$ cat config.mk
export PLATFORM = sky130hd
export DESIGN_NAME = hall_commutator
export DESIGN_NICKNAME = d
export VERILOG_FILES = /design/src/rtl/hall_commutator.sv
export SDC_FILE = /design/constraint.sdc
export NUM_CORES = 1
export LEC_CHECK = 0
export BUFFER_PORTS_ARGS = -buffer_cell sky130_fd_sc_hd__clkbuf_2
export CAP_MARGIN = 10
export CORE_ASPECT_RATIO = 1.2
export CORE_MARGIN = 4
export CORE_UTILIZATION = 35
export DETAILED_ROUTE_END_ITERATION = 10
export PLACE_DENSITY_LB_ADDON = 0.1
export SLEW_MARGIN = 40
export SYNTH_ARGS = -nofsm -noshare
export SYNTH_HDL_FRONTEND = slang
export SYNTH_SLANG_ARGS = --single-unit
$ cat constraint.sdc
create_clock -name clk -period 2.9 [get_ports clk]
set_input_delay 0.435 -clock clk [delete_from_list [all_inputs] [get_ports clk]]
set_output_delay 0.435 -clock clk [all_outputs]
set_load 0.01 [all_outputs]
$ cat src/rtl/hall_commutator.sv
// hall_commutator: Hall-sensor six-step commutation with dead time, speed period measurement, stall and fault detection (optional glitch filter: HALL_COMMUTATOR_GLITCH_FILTER_EN)
module hall_commutator #(
    parameter int DEAD_CYCLES  = 27,
    parameter int STALL_CYCLES = 2700000,
    parameter int PERIOD_W     = 24
) (
    input  logic                clk,
    input  logic                rst,
    input  logic                enable,
    input  logic                dir,
    input  logic                hall_u,
    input  logic                hall_v,
    input  logic                hall_w,
    output logic                hin_r,
    output logic                hin_s,
    output logic                hin_t,
    output logic                lin_r,
    output logic                lin_s,
    output logic                lin_t,
    output logic [2:0]          sector,
    output logic [PERIOD_W-1:0] period,
    output logic                period_valid,
    output logic                stall,
    output logic                fault
);
    localparam int DW = $clog2(DEAD_CYCLES + 1);

    typedef enum logic [1:0] {IDLE, DEAD, DRIVE, FAULT} state_t;

    state_t              state, nxt;
    logic [2:0]          s1, s2, code_q, code_d;
    logic [5:0]          fwd, target, pat_q;
    logic [DW-1:0]       dcnt;
    logic [PERIOD_W-1:0] cnt;
    logic                valid, valid_d, chg, armed;

`ifdef HALL_COMMUTATOR_GLITCH_FILTER_EN
    logic [2:0] h1, h2;
    // synchronize pins; accept a code only after three identical synchronized samples
    always_ff @(posedge clk or posedge rst) begin
        if (rst) begin
            s1 <= '0;
            s2 <= '0;
            h1 <= '0;
            h2 <= '0;
            code_q <= '0;
        end else begin
            s1 <= {hall_u, hall_v, hall_w};
            s2 <= s1;
            h1 <= s2;
            h2 <= h1;
            if (s2 == h1 && h1 == h2) code_q <= s2;
        end
    end
`else
    // synchronize pins and accept the synchronized code every cycle
    always_ff @(posedge clk or posedge rst) begin
        if (rst) begin
            s1 <= '0;
            s2 <= '0;
            code_q <= '0;
        end else begin
            s1 <= {hall_u, hall_v, hall_w};
            s2 <= s1;
            code_q <= s2;
        end
    end
`endif

    // Hall code to sector; 000 and 111 are impossible rotor positions
    always_comb begin
        case (code_q)
            3'b101:  sector = 3'd0;
            3'b100:  sector = 3'd1;
            3'b110:  sector = 3'd2;
            3'b010:  sector = 3'd3;
            3'b011:  sector = 3'd4;
            3'b001:  sector = 3'd5;
            default: sector = 3'd7;
        endcase
    end

    // forward {hin_rst, lin_rst} per sector; reverse swaps high and low sides
    always_comb begin
        case (sector)
            3'd0:    fwd = 6'b100_010;
            3'd1:    fwd = 6'b100_001;
            3'd2:    fwd = 6'b010_001;
            3'd3:    fwd = 6'b010_100;
            3'd4:    fwd = 6'b001_100;
            3'd5:    fwd = 6'b001_010;
            default: fwd = 6'b000_000;
        endcase
        target = dir ? {fwd[2:0], fwd[5:3]} : fwd;
    end

    assign valid = sector != 3'd7;
    assign chg   = valid && valid_d && code_q != code_d;

    // next state: dropping enable wins over everything, an invalid code wins while enabled
    always_comb begin
        nxt = state;
        case (state)
            IDLE:    if (enable) nxt = valid ? DEAD : FAULT;
            DEAD:    nxt = !valid ? FAULT : (dcnt == DW'(DEAD_CYCLES - 1)) ? DRIVE : DEAD;
            DRIVE:   nxt = !valid ? FAULT : (target != pat_q) ? DEAD : DRIVE;
            default: nxt = FAULT;
        endcase
        if (!enable) nxt = IDLE;
    end

    // state, dead-time counter, and the pattern latched on entry to DRIVE
    always_ff @(posedge clk or posedge rst) begin
        if (rst) begin
            state <= IDLE;
            dcnt  <= '0;
            pat_q <= '0;
        end else begin
            state <= nxt;
            dcnt  <= (state == DEAD) ? dcnt + 1'b1 : '0;
            if (nxt == DRIVE) pat_q <= target;
        end
    end

    assign {hin_r, hin_s, hin_t, lin_r, lin_s, lin_t} = (state == DRIVE) ? pat_q : 6'b0;
    assign fault = state == FAULT;

    // edge-to-edge period measurement; the first interval after reset or stall is unreliable
    always_ff @(posedge clk or posedge rst) begin
        if (rst) begin
            code_d       <= '0;
            valid_d      <= 1'b0;
            cnt          <= '0;
            period       <= '0;
            period_valid <= 1'b0;
            stall        <= 1'b0;
            armed        <= 1'b0;
        end else begin
            code_d       <= code_q;
            valid_d      <= valid;
            period_valid <= chg && armed;
            if (chg) begin
                cnt   <= '0;
                stall <= 1'b0;
                armed <= 1'b1;
                if (armed) period <= cnt + 1'b1;
            end else begin
                cnt <= (cnt == '1) ? cnt : cnt + 1'b1;
                if (cnt == PERIOD_W'(STALL_CYCLES)) begin
                    stall <= 1'b1;
                    armed <= 1'b0;
                end
            end
        end
    end
endmodule

# [Yosys cells after proc, flatten, opt, wreduce, memory -nomap -nowiden]
# Index checks and enable logic that the tools add are counted.
[totals] ff_bits=77 in_bits=7 output_inout_bits=36
[op_classes] add_sub_neg=2 eq_ne=22 muxes=18 n_reduce_logical=7
[op_table] cell="two-way mux 24 bit" n=2
[op_table] cell="one-hot mux 6 bit (6 select lines)" n=1
[op_table] cell="adder 24 x 1 -> 24 bit, second input constant" n=1
[op_table] cell="== test 24 x 22 -> 1 bit, second input constant" n=1
[op_table] cell="== test 24 bit, second input constant" n=1
[op_table] cell="one-hot mux 3 bit (6 select lines)" n=1
[op_table] cell="== test 3 bit, second input constant" n=5
[op_table] cell="== test 3 x 2 -> 1 bit, second input constant" n=4
[op_table] cell="two-way mux 2 bit" n=6
[op_table] cell="two-way mux 6 bit" n=2
[op_table] cell="== test 2 bit, second input constant" n=3
[op_table] cell="== test 3 x 1 -> 1 bit, second input constant" n=2
[op_table] cell="!= test 6 bit" n=1
[op_table] cell="one-hot mux 2 bit (3 select lines)" n=1
[op_table] cell="adder 5 x 1 -> 5 bit, second input constant" n=1
[op_table] cell="== test 5 bit, second input constant" n=1
[op_table] cell="two-way mux 5 bit" n=1
[op_table] cell="two-way mux 1 bit" n=4
[op_table] cell="logical AND 1 bit" n=3
[op_table] cell="logical NOT 3 bit" n=1
[op_table] cell="!= test 3 bit" n=1
[op_table] cell="!= test 3 bit, second input constant" n=1
[op_table] cell="== test 2 x 1 -> 1 bit, second input constant" n=1
[op_table] cell="logical NOT 2 bit" n=1
[op_table] cell="3 further kinds" n=3

# [Depth between registers and ports, before layout]
# Gate-level depths: netlist of the first run.
[depth] word_depth=11 depth_mapped=9 depth_no_buf=7

# [Least setup slack after synthesis of the first run]
# Ideal clock, no wire load.
[synth_path] path_type="register -> register" start="reg code_q[2]" end="reg pat_q[4]" setup_ns=0.122 arrival_time_ns=2.082 required_ns=2.778 setup_slack_ns=0.697 path_stages_with_launch=7 n_path_buf=0 path_cell_list="dfrtp_1 or3b_1 a21oi_1 a311oi_1 or4_4 o31a_1 a32o_1"
[synth_between] elab_chain_len=11 elab_cells_between_ends=24 cone_classes="eq/ne (14); mux (9); reduce/logical (1)"
[synth_lines] element="start, declared" line_no="31" source="logic [2:0] s1, s2, code_q, code_d;"
[synth_lines] element="start signal, assigned" line_no="61" source="code_q <= '0;"
[synth_lines] element="start signal, assigned" line_no="65" source="code_q <= s2;"
[synth_lines] element="== test 3 x 1 -> 1 bit (tied with other cells)" line_no="72" source="case (code_q)"
[synth_lines] element="one-hot mux 3 bit (6 select lines) *" line_no="72"
[synth_lines] element="== test 3 bit (tied with other cells)" line_no="85" source="case (sector)"
[synth_lines] element="one-hot mux 6 bit (6 select lines)" line_no="85"
[synth_lines] element="two-way mux 6 bit" line_no="94" source="target = dir ? {fwd[2:0], fwd[5:3]} : fwd;"
[synth_lines] element="!= test 6 bit" line_no="106" source="DRIVE: nxt = !valid ? FAULT : (target != pat_q) ? DEAD : DRIVE;"
[synth_lines] element="two-way mux 2 bit (2 in series)" line_no="106"
[synth_lines] element="one-hot mux 2 bit (3 select lines)" line_no="103" source="case (state)"
[synth_lines] element="two-way mux 2 bit" line_no="109" source="if (!enable) nxt = IDLE;"
[synth_lines] element="== test 2 bit" line_no="121" source="if (nxt == DRIVE) pat_q <= target;"
[synth_lines] element="end signal, assigned" line_no="121"
[synth_lines] element="end, declared" line_no="32" source="logic [5:0] fwd, target, pat_q;"
# Mark *: on every way between the ends. The rest lies on a longest branch, timed or not.
# A chain may end at the register's enable or synchronous reset.

# [Worst setup path in the final report of the first run]
[layout_path] start="reg code_q[2]" end="reg pat_q[2]"
# Same word-level chain as after synthesis.

==> flow_metrics.env, run 1 <==
export IMPL_grt_overflow_total=0
export IMPL_cts_sinks=77
export IMPL_outcome="complete, no violations"
export IMPL_cp_required_ps=3130
export IMPL_synth_cells=348
export IMPL_synth_top_family_by_area="simple AND/OR/NAND/NOR gates"
export IMPL_crit_fanout=16
export IMPL_hold_viol=0
export IMPL_die_w_um=99.9
export IMPL_ir_drop_mv=0.285
export IMPL_n_fill_cell=983
export IMPL_yosys_area_share_adder_pct=1.41
export IMPL_start_kind="flop"
export IMPL_syn_area_mm2=0.00355
export IMPL_dr_max_layer_used="met4"
export IMPL_synth_xor_area_share_pct=7.66
export IMPL_grt_max_degree=44
export IMPL_totalPowerFinal_mw=2.54
export IMPL_hold_buffers=0
export IMPL_dr_wl_met3_um=389
export IMPL_drt_pre_antenna_iters=4
export IMPL_yosysTopAreaCellShare_pct=54.3
export IMPL_start_util_pct=35.6
export IMPL_die_h_um=118
export IMPL_regArea_mm2=0.00193
export IMPL_synth_nets=359
export IMPL_grt_pass1_vias=2701
export IMPL_wl_met1_mm=3.35
export IMPL_grt_util_all_layers_pct=14.3
export IMPL_critPathKind="reg2reg"
export IMPL_synthDistinctLibCells=56
export IMPL_maxCapViolations=0
export IMPL_cts_buffers=9
export IMPL_postPlaceCellArea_mm2=0.00393
export IMPL_cts_setup_buffers=0
export IMPL_cts_tree="done"
export IMPL_period_share_pct=86.3
export IMPL_utilization_pct=42.6
export IMPL_yosys_warnings=0
export IMPL_routed_wl_mm=7.68
export IMPL_diodes=0
export IMPL_synth_edf_count=0
export IMPL_endpoint_kind="flop"
export IMPL_area_growth_pct=19.6
export IMPL_num_vias=2625
export IMPL_slew_headroom_pct=50.5
export IMPL_insertion_delay_ps=340
export IMPL_postSynth_asyncResetShare_pct=100
export IMPL_ys_seq_area_share_pct=54.3
export IMPL_worst_slew_pin_slew_ps=743
export IMPL_dp_hpwl_mm=5.50
export IMPL_ys_top_cells_by_count="dfrtp_1 (77), nand2_1 (42), a21oi_1 (25)"
export IMPL_ys_ff_latch=77
export IMPL_cts_resized_gates=0
export IMPL_synth_area_leader_cell="dfrtp_1"
export IMPL_drive_above_1_share_pct=18.3
export IMPL_period_minus_slack_ps=2500
export IMPL_leakagePower_nw=1.92
export IMPL_pre_cts_ws_ps=402
export IMPL_dieArea_mm2=0.0118
export IMPL_powerDensity_mw_per_mm2=599
export IMPL_setup_tns_ps=0
export IMPL_wire_per_inst_um=14.6
export IMPL_drtIter0Drc=86
export IMPL_vias_per_cell=5.00
export IMPL_cts_max_path_buffers=2
export IMPL_antenna_found_initial=0
export IMPL_cts_root_buf="clkbuf_16"
export IMPL_setup_ws_ps=398
export IMPL_fmax_ghz=0.400
export IMPL_globalplace_congestion=0.789
export IMPL_slew_viol_final=0
export IMPL_coreArea_mm2=0.00996
export IMPL_synth_most_common_cell="dfrtp_1"
export IMPL_hold_class="in2async"
export IMPL_synthMuxAreaShare_pct=1.45
export IMPL_finClkSkew_ps=7.92
export IMPL_ys_top_cells_by_area="dfrtp_1 (54%), xor2_1 (4.7%), nand2_1 (4.4%)"
export IMPL_ant_nets=0
export IMPL_crit_arrival_ps=2730
export IMPL_rsz0062_at_grt="false"
export IMPL_port_buffers=42
export IMPL_synthSimpleGateAreaFrac_pct=17.6
export IMPL_final_area_mm2=0.00424
export IMPL_nets=405
export IMPL_avgSynthCellArea_um2=10.2
export IMPL_drc=0
export IMPL_synth_compound_area_share_pct=14.4
export IMPL_ios=43
export IMPL_grt_pass1_wl_mm=13.4
export IMPL_synth_flop_cell="dfrtp_1"
export IMPL_setup_viol=0
export IMPL_rows=40
export IMPL_h_tree_depth=3
export IMPL_wl_met2_mm=3.74
export IMPL_multiInputGateArea_mm2=0.00151
export IMPL_clk_pin_slew_ps=60
worst max-delay path, stage by stage (launching register included):
cell and delay (ps):
dfrtp_1 560, or3b_1 460, a21oi_1 160, a311oi_1 70, or4_4 540, o31a_1 380, a32o_1 230
state kept, by name, indices dropped and copies added (netlist names):
signal / count
s2: 3
period_valid: 1
code_q: 3
armed: 1
code_d: 3
period: 24
valid_d: 1
s1: 3
stall: 1
dcnt: 5
cnt: 24
pat_q: 6
state: 2
metal layers:
metal  track usage (%)  vias to the layer above
met3              4.43                       18
met5                 0                        -
met1              17.4                     1248
li1                  -                     1301
met4              6.49                        0
met2              23.2                       58
placed cells by master (no fill, tap or decap), types with 3 or more instances in the layout:
| cell | synthesis | layout |
|---|---|---|
| a32o_1 | 4 | 4 |
| o21bai_1 | 3 | 3 |
| nor2_1 | 18 | 18 |
| a31oi_1 | 4 | 4 |
| nor3_1 | 4 | 4 |
| clkbuf_2 | 0 | 42 |
| or2_1 | 3 | 3 |
| o21ai_1 | 21 | 21 |
| nand4_1 | 9 | 9 |
| dfrtp_1 | 77 | 77 |
| nor2b_1 | 5 | 5 |
| nand2_1 | 42 | 42 |
| xnor2_1 | 12 | 12 |
| nand2b_1 | 5 | 5 |
| a21oi_1 | 25 | 25 |
| o21ai_0 | 3 | 3 |
| mux2i_1 | 4 | 4 |
| nand3_1 | 10 | 10 |
| buf_4 | 1 | 8 |
| inv_1 | 11 | 10 |
| clkbuf_16 | 0 | 9 |
| clkbuf_8 | 0 | 3 |
| ha_1 | 4 | 4 |
| and2_1 | 8 | 8 |
| xor2_1 | 19 | 19 |
stage by stage:
step / cells / hold WS, ps
floorplan: 348 / 331
global placement: 509 / 333
detailed placement: 509 / 335
CTS: 525 / 152
global route: 525 / 189
finish: 525 / 139
worst paths after layout:
check	cells after the start	to	startpoint	slack, ps
setup / recovery	6	pat_q[2]	code_q[2]	400
hold / removal	2	dcnt[4]	rst	140
setup reg to reg	6	pat_q[2]	code_q[2]	400
hold reg to reg	0	s2[2]	s1[2]	340
max in group asynchronous	3	period[18]	rst	2130
min in group clk	1	s1[0]	hall_w	210
area by class of cell:
class                      instances  area share [%]
timing repair buffer              51            6.85
inverter                          12            1.09
tap                              126            3.72
sequential                        77            45.4
clock inverter                     3            1.00
clock buffer                      13            6.37
multi-input combinational        243            35.5
cells by family (layout without fill, tap and decap cells):
logic type               count (synthesis)  count (layout)
AO/OA/AOI/OAI                           82              82
XOR/XNOR                                31              31
adder cells (fa/ha/maj)                  4               4
buffers and inverters                   28              79
flip-flops                              77              77
multiplexers                             5               5
AND/OR/NAND/NOR                        121             121
where the power goes:
| part | internal, mW | leakage [nW] | switching (mW) | total [mW] |
|---|---|---|---|---|
| Sequential | 1.12 | 1.01 | 0.0439 | 1.16 |
| Clock | 0.735 | 0.152 | 0.420 | 1.15 |
| Combinational | 0.0830 | 0.758 | 0.139 | 0.222 |
| Total | 1.94 | 1.92 | 0.602 | 2.54 |
Note: power is estimated with default switching activity, not from simulation.
==> inputs of run 2 (changes only) <==
==> constraint.sdc (replaced) <==
create_clock -name clk -period 2.9 [get_ports clk]
set_input_delay 0.435 -clock clk [delete_from_list [all_inputs] [get_ports clk]]
set_output_delay 0.435 -clock clk [all_outputs]
set_load 0.1 [all_outputs]
==> run 2 against run 1 <==
Effect of this change:
- first-iteration DRC count up 5.8%
- maximum frequency down 0.19%
- hold slack better by 16 ps
- largest cell class unchanged
- count of clock-buffer cells in the layout down 3
==> flow_metrics.env, run 2 (synthesis gave the netlist of run 1 again) <==
export IMPL_cts_max_path_buffers=2
export IMPL_drc=0
export IMPL_grt_util_all_layers_pct=14.7
export IMPL_clk_pin_slew_ps=60
export IMPL_regArea_mm2=0.00193
export IMPL_nets=403
export IMPL_drt_pre_antenna_iters=5
export IMPL_globalplace_congestion=0.782
export IMPL_h_tree_depth=3
export IMPL_cp_required_ps=3130
export IMPL_totalPowerFinal_mw=2.76
export IMPL_critPathKind="reg2reg"
export IMPL_routed_wl_mm=7.88
export IMPL_setup_tns_ps=0
export IMPL_worst_r2r_cell_count=6
export IMPL_outcome="complete, no violations"
export IMPL_dp_hpwl_mm=5.59
export IMPL_rsz0062_at_grt="false"
export IMPL_endpoint_kind="flop"
export IMPL_cts_tree="done"
export IMPL_cts_buffers=9
export IMPL_grt_max_degree=42
export IMPL_hold_buffers=0
export IMPL_cts_root_buf="clkbuf_16"
export IMPL_r2r_setup_slack_ps=390
export IMPL_cts_resized_gates=0
export IMPL_antenna_found_initial=0
export IMPL_rr_endpoint="pat_q[0]"
export IMPL_layout_cells_most_common_list="dfrtp_1 (77), nand2_1 (42), clkbuf_2 (42), a21oi_1 (25), o21ai_1 (21)"
export IMPL_diodes=0
export IMPL_dieArea_mm2=0.0118
export IMPL_cts_setup_buffers=0
export IMPL_num_vias=2660
export IMPL_multiInputGateArea_mm2=0.00151
export IMPL_worst_slew_pin_slew_ps=774
export IMPL_start_util_pct=35.6
export IMPL_vias_per_cell=5.09
export IMPL_crit_path_start="code_q[0]"
export IMPL_ant_nets=0
export IMPL_utilization_pct=42.6
export IMPL_start_kind="flop"
export IMPL_hold_class="in2async"
export IMPL_cts_sinks=77
export IMPL_grt_pass1_vias=2709
export IMPL_die_h_um=118
export IMPL_period_minus_slack_ps=2510
export IMPL_wire_per_inst_um=15.1
export IMPL_hold_viol=0
export IMPL_grt_overflow_total=0
export IMPL_finClkSkew_ps=6.53
export IMPL_crit_fanout=16
export IMPL_grt_pass1_wl_mm=13.7
export IMPL_crit_arrival_ps=2730
export IMPL_ir_drop_mv=0.323
export IMPL_maxCapViolations=0
export IMPL_drtIter0Drc=91
export IMPL_insertion_delay_ps=330
export IMPL_setup_viol=0
export IMPL_die_w_um=99.9
export IMPL_period_share_pct=86.4
export IMPL_coreArea_mm2=0.00996
export IMPL_final_common_cell="dfrtp_1"
export IMPL_n_fill_cell=1013
export IMPL_ios=43
export IMPL_rows=40
export IMPL_powerDensity_mw_per_mm2=651
export IMPL_leakagePower_nw=1.92
export IMPL_slew_viol_final=0
export IMPL_largestRegisters="cnt x24, period x24, pat_q x6"
export IMPL_r2r_start="code_q[0]"
export IMPL_area_growth_pct=19.5
export IMPL_drive_above_1_share_pct=18.1
export IMPL_slew_headroom_pct=48.4
export IMPL_port_buffers=42
export IMPL_setup_worst_path_end="pat_q[0]"
export IMPL_fmax_ghz=0.399
run 2: cell types whose count changed in the layout (fill, tap and decap cells not counted):
cell,change
a21boi_1,+1
clkbuf_1,-1
clkinv_4,+1
buf_4,-2
bufinv_16,+1
clkinv_2,+1
clkbuf_8,-2
a21boi_0,-1
run 2: layout make-up:
| cell class | instances | area share [%] |
|---|---|---|
| sequential | 77 | 45.5 |
| multi-input combinational | 243 | 35.5 |
| timing repair buffer | 49 | 6.50 |
| clock buffer | 10 | 5.64 |
| tap | 126 | 3.72 |
| clock inverter | 6 | 2.04 |
| inverter | 12 | 1.09 |
run 2: worst max-delay path, stage by stage (launching register included):
cell	delay, ps
dfrtp_1	620
or3b_1	410
a21oi_1	150
a311oi_1	60
or4_4	530
o31a_1	390
a32o_1	230
run 2: report_power, final:
| group | total [mW] | switching, mW | internal (mW) |
|---|---|---|---|
| Sequential | 1.16 | 0.0440 | 1.12 |
| Combinational | 0.381 | 0.301 | 0.0800 |
| Clock | 1.22 | 0.440 | 0.775 |
| Total | 2.76 | 0.785 | 1.97 |
run 2: metal layers:
layer	routed length [µm]	share of wire [%]	global-route usage [%]	vias to the layer above
met5	0	0	0	-
met4	184	2.3	7.00	0
met3	302	3.8	3.31	15
met2	3880	49	23.9	44
met1	3510	45	18.3	1292
li1	-	-	-	1309
run 2: metrics by stage:
step / area [µm²] / cells / hold WS [ps] / setup WS [ps]
2_1_floorplan: 3550 / 348 / 331 / 230
5_1_grt: 4240 / 523 / 187 / 260
3_3_place_gp: 3910 / 507 / 333 / 427
6_report: 4240 / 523 / 155 / 394
4_1_cts: 4240 / 523 / 175 / 386
3_5_place_dp: 3910 / 507 / 338 / 402
run 2: worst min path at each step:
stage,end,startpoint,slack [ps]
after floorplan,code_q[0],s2[0],330
after global placement,code_q[1],s2[1],330
after detailed placement,code_q[1],s2[1],340
after global routing,s1[0],hall_w,190
after CTS,pat_q[4],rst,170
final,period[0],rst,160
==> inputs of run 3 (changes only) <==
--- a/config.mk
+++ b/config.mk
@@ -12,6 +12,8 @@
 export CORE_UTILIZATION = 35
 export DETAILED_ROUTE_END_ITERATION = 10
 export PLACE_DENSITY_LB_ADDON = 0.1
+export RECOVER_POWER = 50
+export SETUP_SLACK_MARGIN = 0.05
 export SLEW_MARGIN = 40
 export SYNTH_ARGS = -nofsm -noshare
 export SYNTH_HDL_FRONTEND = slang
==> run 3 against run 2 <==
Effect of this change:
- the flow now finishes with violations (max-capacitance violations, max-slew violations)
- die area unchanged
- combinational power is essentially flat
- final cell count unchanged
- sequential share of layout area up 0.16 points
- clock skew about the same
- global-route usage did not move
- setup slack better by 1.5 ps
- register-to-register slack about the same
- critical path type unchanged
==> flow_metrics.env, run 3 (synthesis gave the netlist of run 1 again) <==
export IMPL_drc=0
export IMPL_drtIter0Drc=73
export IMPL_hold_ws_ps=205
export IMPL_multiInputGateArea_mm2=0.00151
export IMPL_powerDensity_mw_per_mm2=652
export IMPL_h_tree_depth=3
export IMPL_grt_pass1_vias=2709
export IMPL_critPathMaxStageDelay_ps=620
export IMPL_drive_above_1_share_pct=18.1
export IMPL_cts_tree="done"
export IMPL_violations="max-capacitance violations, max-slew violations"
export IMPL_die_h_um=118
export IMPL_p_sw_uw=785
export IMPL_period_share_pct=86.4
export IMPL_crit_arrival_ps=2730
export IMPL_cts_resized_gates=0
export IMPL_clk_pin_slew_ps=60
export IMPL_cp_required_ps=3130
export IMPL_grt_util_all_layers_pct=14.7
export IMPL_die_w_um=99.9
export IMPL_grt_max_degree=42
export IMPL_cts_sinks=77
export IMPL_globalplace_congestion=0.782
export IMPL_area_growth_pct=19.1
export IMPL_start_util_pct=35.6
export IMPL_maxCapViolations=1
export IMPL_rsz0062_at_grt="false"
export IMPL_n_fill_cell=1015
export IMPL_fmax_ghz=0.399
export IMPL_hold_class="in2reg"
export IMPL_port_buffers=42
export IMPL_pre_cts_ws_ps=402
export IMPL_critPathKind="reg2reg"
export IMPL_p_seq_share_pct=42.2
export IMPL_setup_tns_ps=0
export IMPL_grt_pass1_wl_mm=13.7
export IMPL_cts_buffers=9
export IMPL_cts_setup_buffers=0
export IMPL_hold_buffers=0
export IMPL_endpoint_kind="flop"
export IMPL_hold_viol=0
export IMPL_finClkSkew_ps=6.56
export IMPL_start_kind="flop"
export IMPL_diodes=0
export IMPL_drt_pre_antenna_iters=5
export IMPL_coreArea_mm2=0.00996
export IMPL_combPwrFrac_pct=13.7
export IMPL_nets=403
export IMPL_routed_wl_mm=7.86
export IMPL_leakagePower_nw=1.91
export IMPL_cts_max_path_buffers=2
export IMPL_insertion_delay_ps=330
export IMPL_wire_per_inst_um=15.0
export IMPL_cts_root_buf="clkbuf_16"
export IMPL_layout_cells_most_common_list="dfrtp_1 (77), clkbuf_2 (43), nand2_1 (42), a21oi_1 (25), o21ai_1 (21)"
export IMPL_dieArea_mm2=0.0118
export IMPL_rows=40
export IMPL_vias_per_cell=5.07
export IMPL_outcome="finished with violations"
export IMPL_p_sw_share_pct=28.5
export IMPL_setup_ws_ps=395
export IMPL_num_vias=2651
export IMPL_slew_headroom_pct=-6.46
export IMPL_ios=43
export IMPL_grt_overflow_total=0
export IMPL_period_minus_slack_ps=2510
export IMPL_intPower_mw=1.97
export IMPL_ant_nets=0
export IMPL_crit_fanout=16
export IMPL_final_common_cell="dfrtp_1"
export IMPL_crit_slowest_cell="dfrtp_1"
export IMPL_antenna_found_initial=0
export IMPL_dp_hpwl_mm=5.59
export IMPL_setup_viol=0
export IMPL_regArea_mm2=0.00193
export IMPL_ir_drop_mv=0.322
export IMPL_slew_viol_final=38
export IMPL_largestRegisters="cnt x24, period x24, pat_q x6"
export IMPL_worst_slew_pin_slew_ps=1590
export IMPL_p_clk_share_pct=44.1
export IMPL_path_cells="or3b_1, a21oi_1, a311oi_1, or4_4, o31a_1, a32o_1"
[run 3: final timing paths]
check	startpoint	endpoint	slack, ps	cells after the start
min in group asynchronous	rst	state[1]	450	2
worst max register to register	code_q[0]	pat_q[0]	390	6
worst min register to register	s1[1]	s2[1]	350	0
max in group asynchronous	rst	period[18]	810	3
worst min-delay path	hall_w	s1[0]	200	1
worst max-delay path	code_q[0]	pat_q[0]	390	6
[run 3: final cells by class]
cell class | count | area share [%]
Clock inverter | 6 | 2.04
Inverter | 12 | 1.10
Multi-Input combinational cell | 243 | 35.7
Tap cell | 126 | 3.73
Timing Repair Buffer | 49 | 6.16
Sequential cell | 77 | 45.6
Clock buffer | 10 | 5.66
[run 3: through the flow]
step	cell area, µm²	utilization (%)	cells	power, mW
6_report	4220	42.4	523	2.76
5_1_grt	4220	42.4	523	2.88
4_1_cts	4240	42.6	523	2.81
3_5_place_dp	3910	39.3	507	1.57
3_3_place_gp	3910	39.3	507	1.57
2_1_floorplan	3550	-	348	1.48
[run 3: critical path: cells and delay by family (launching register included)]
kind | cells | cell delay, ps
flops | 1 | 620
compound gates | 4 | 830
simple gates | 2 | 940
[run 3: power by group through the flow]
stage	registers (mW)	clock network, mW	logic (mW)
6_report	1.16	1.21	0.378
5_1_grt	1.17	1.30	0.410
4_1_cts	1.16	1.25	0.389
3_5_place_dp	1.18	0	0.388
3_3_place_gp	1.18	0	0.385
2_1_floorplan	1.29	0	0.189
[run 3: layer usage]
layer | up-vias | wire length (µm) | GRT usage [%]
li1 | 1308 | - | -
met3 | 15 | 325 | 3.31
met2 | 47 | 3860 | 23.9
met5 | - | 0 | 0
met4 | 0 | 187 | 7.00
met1 | 1281 | 3490 | 18.3
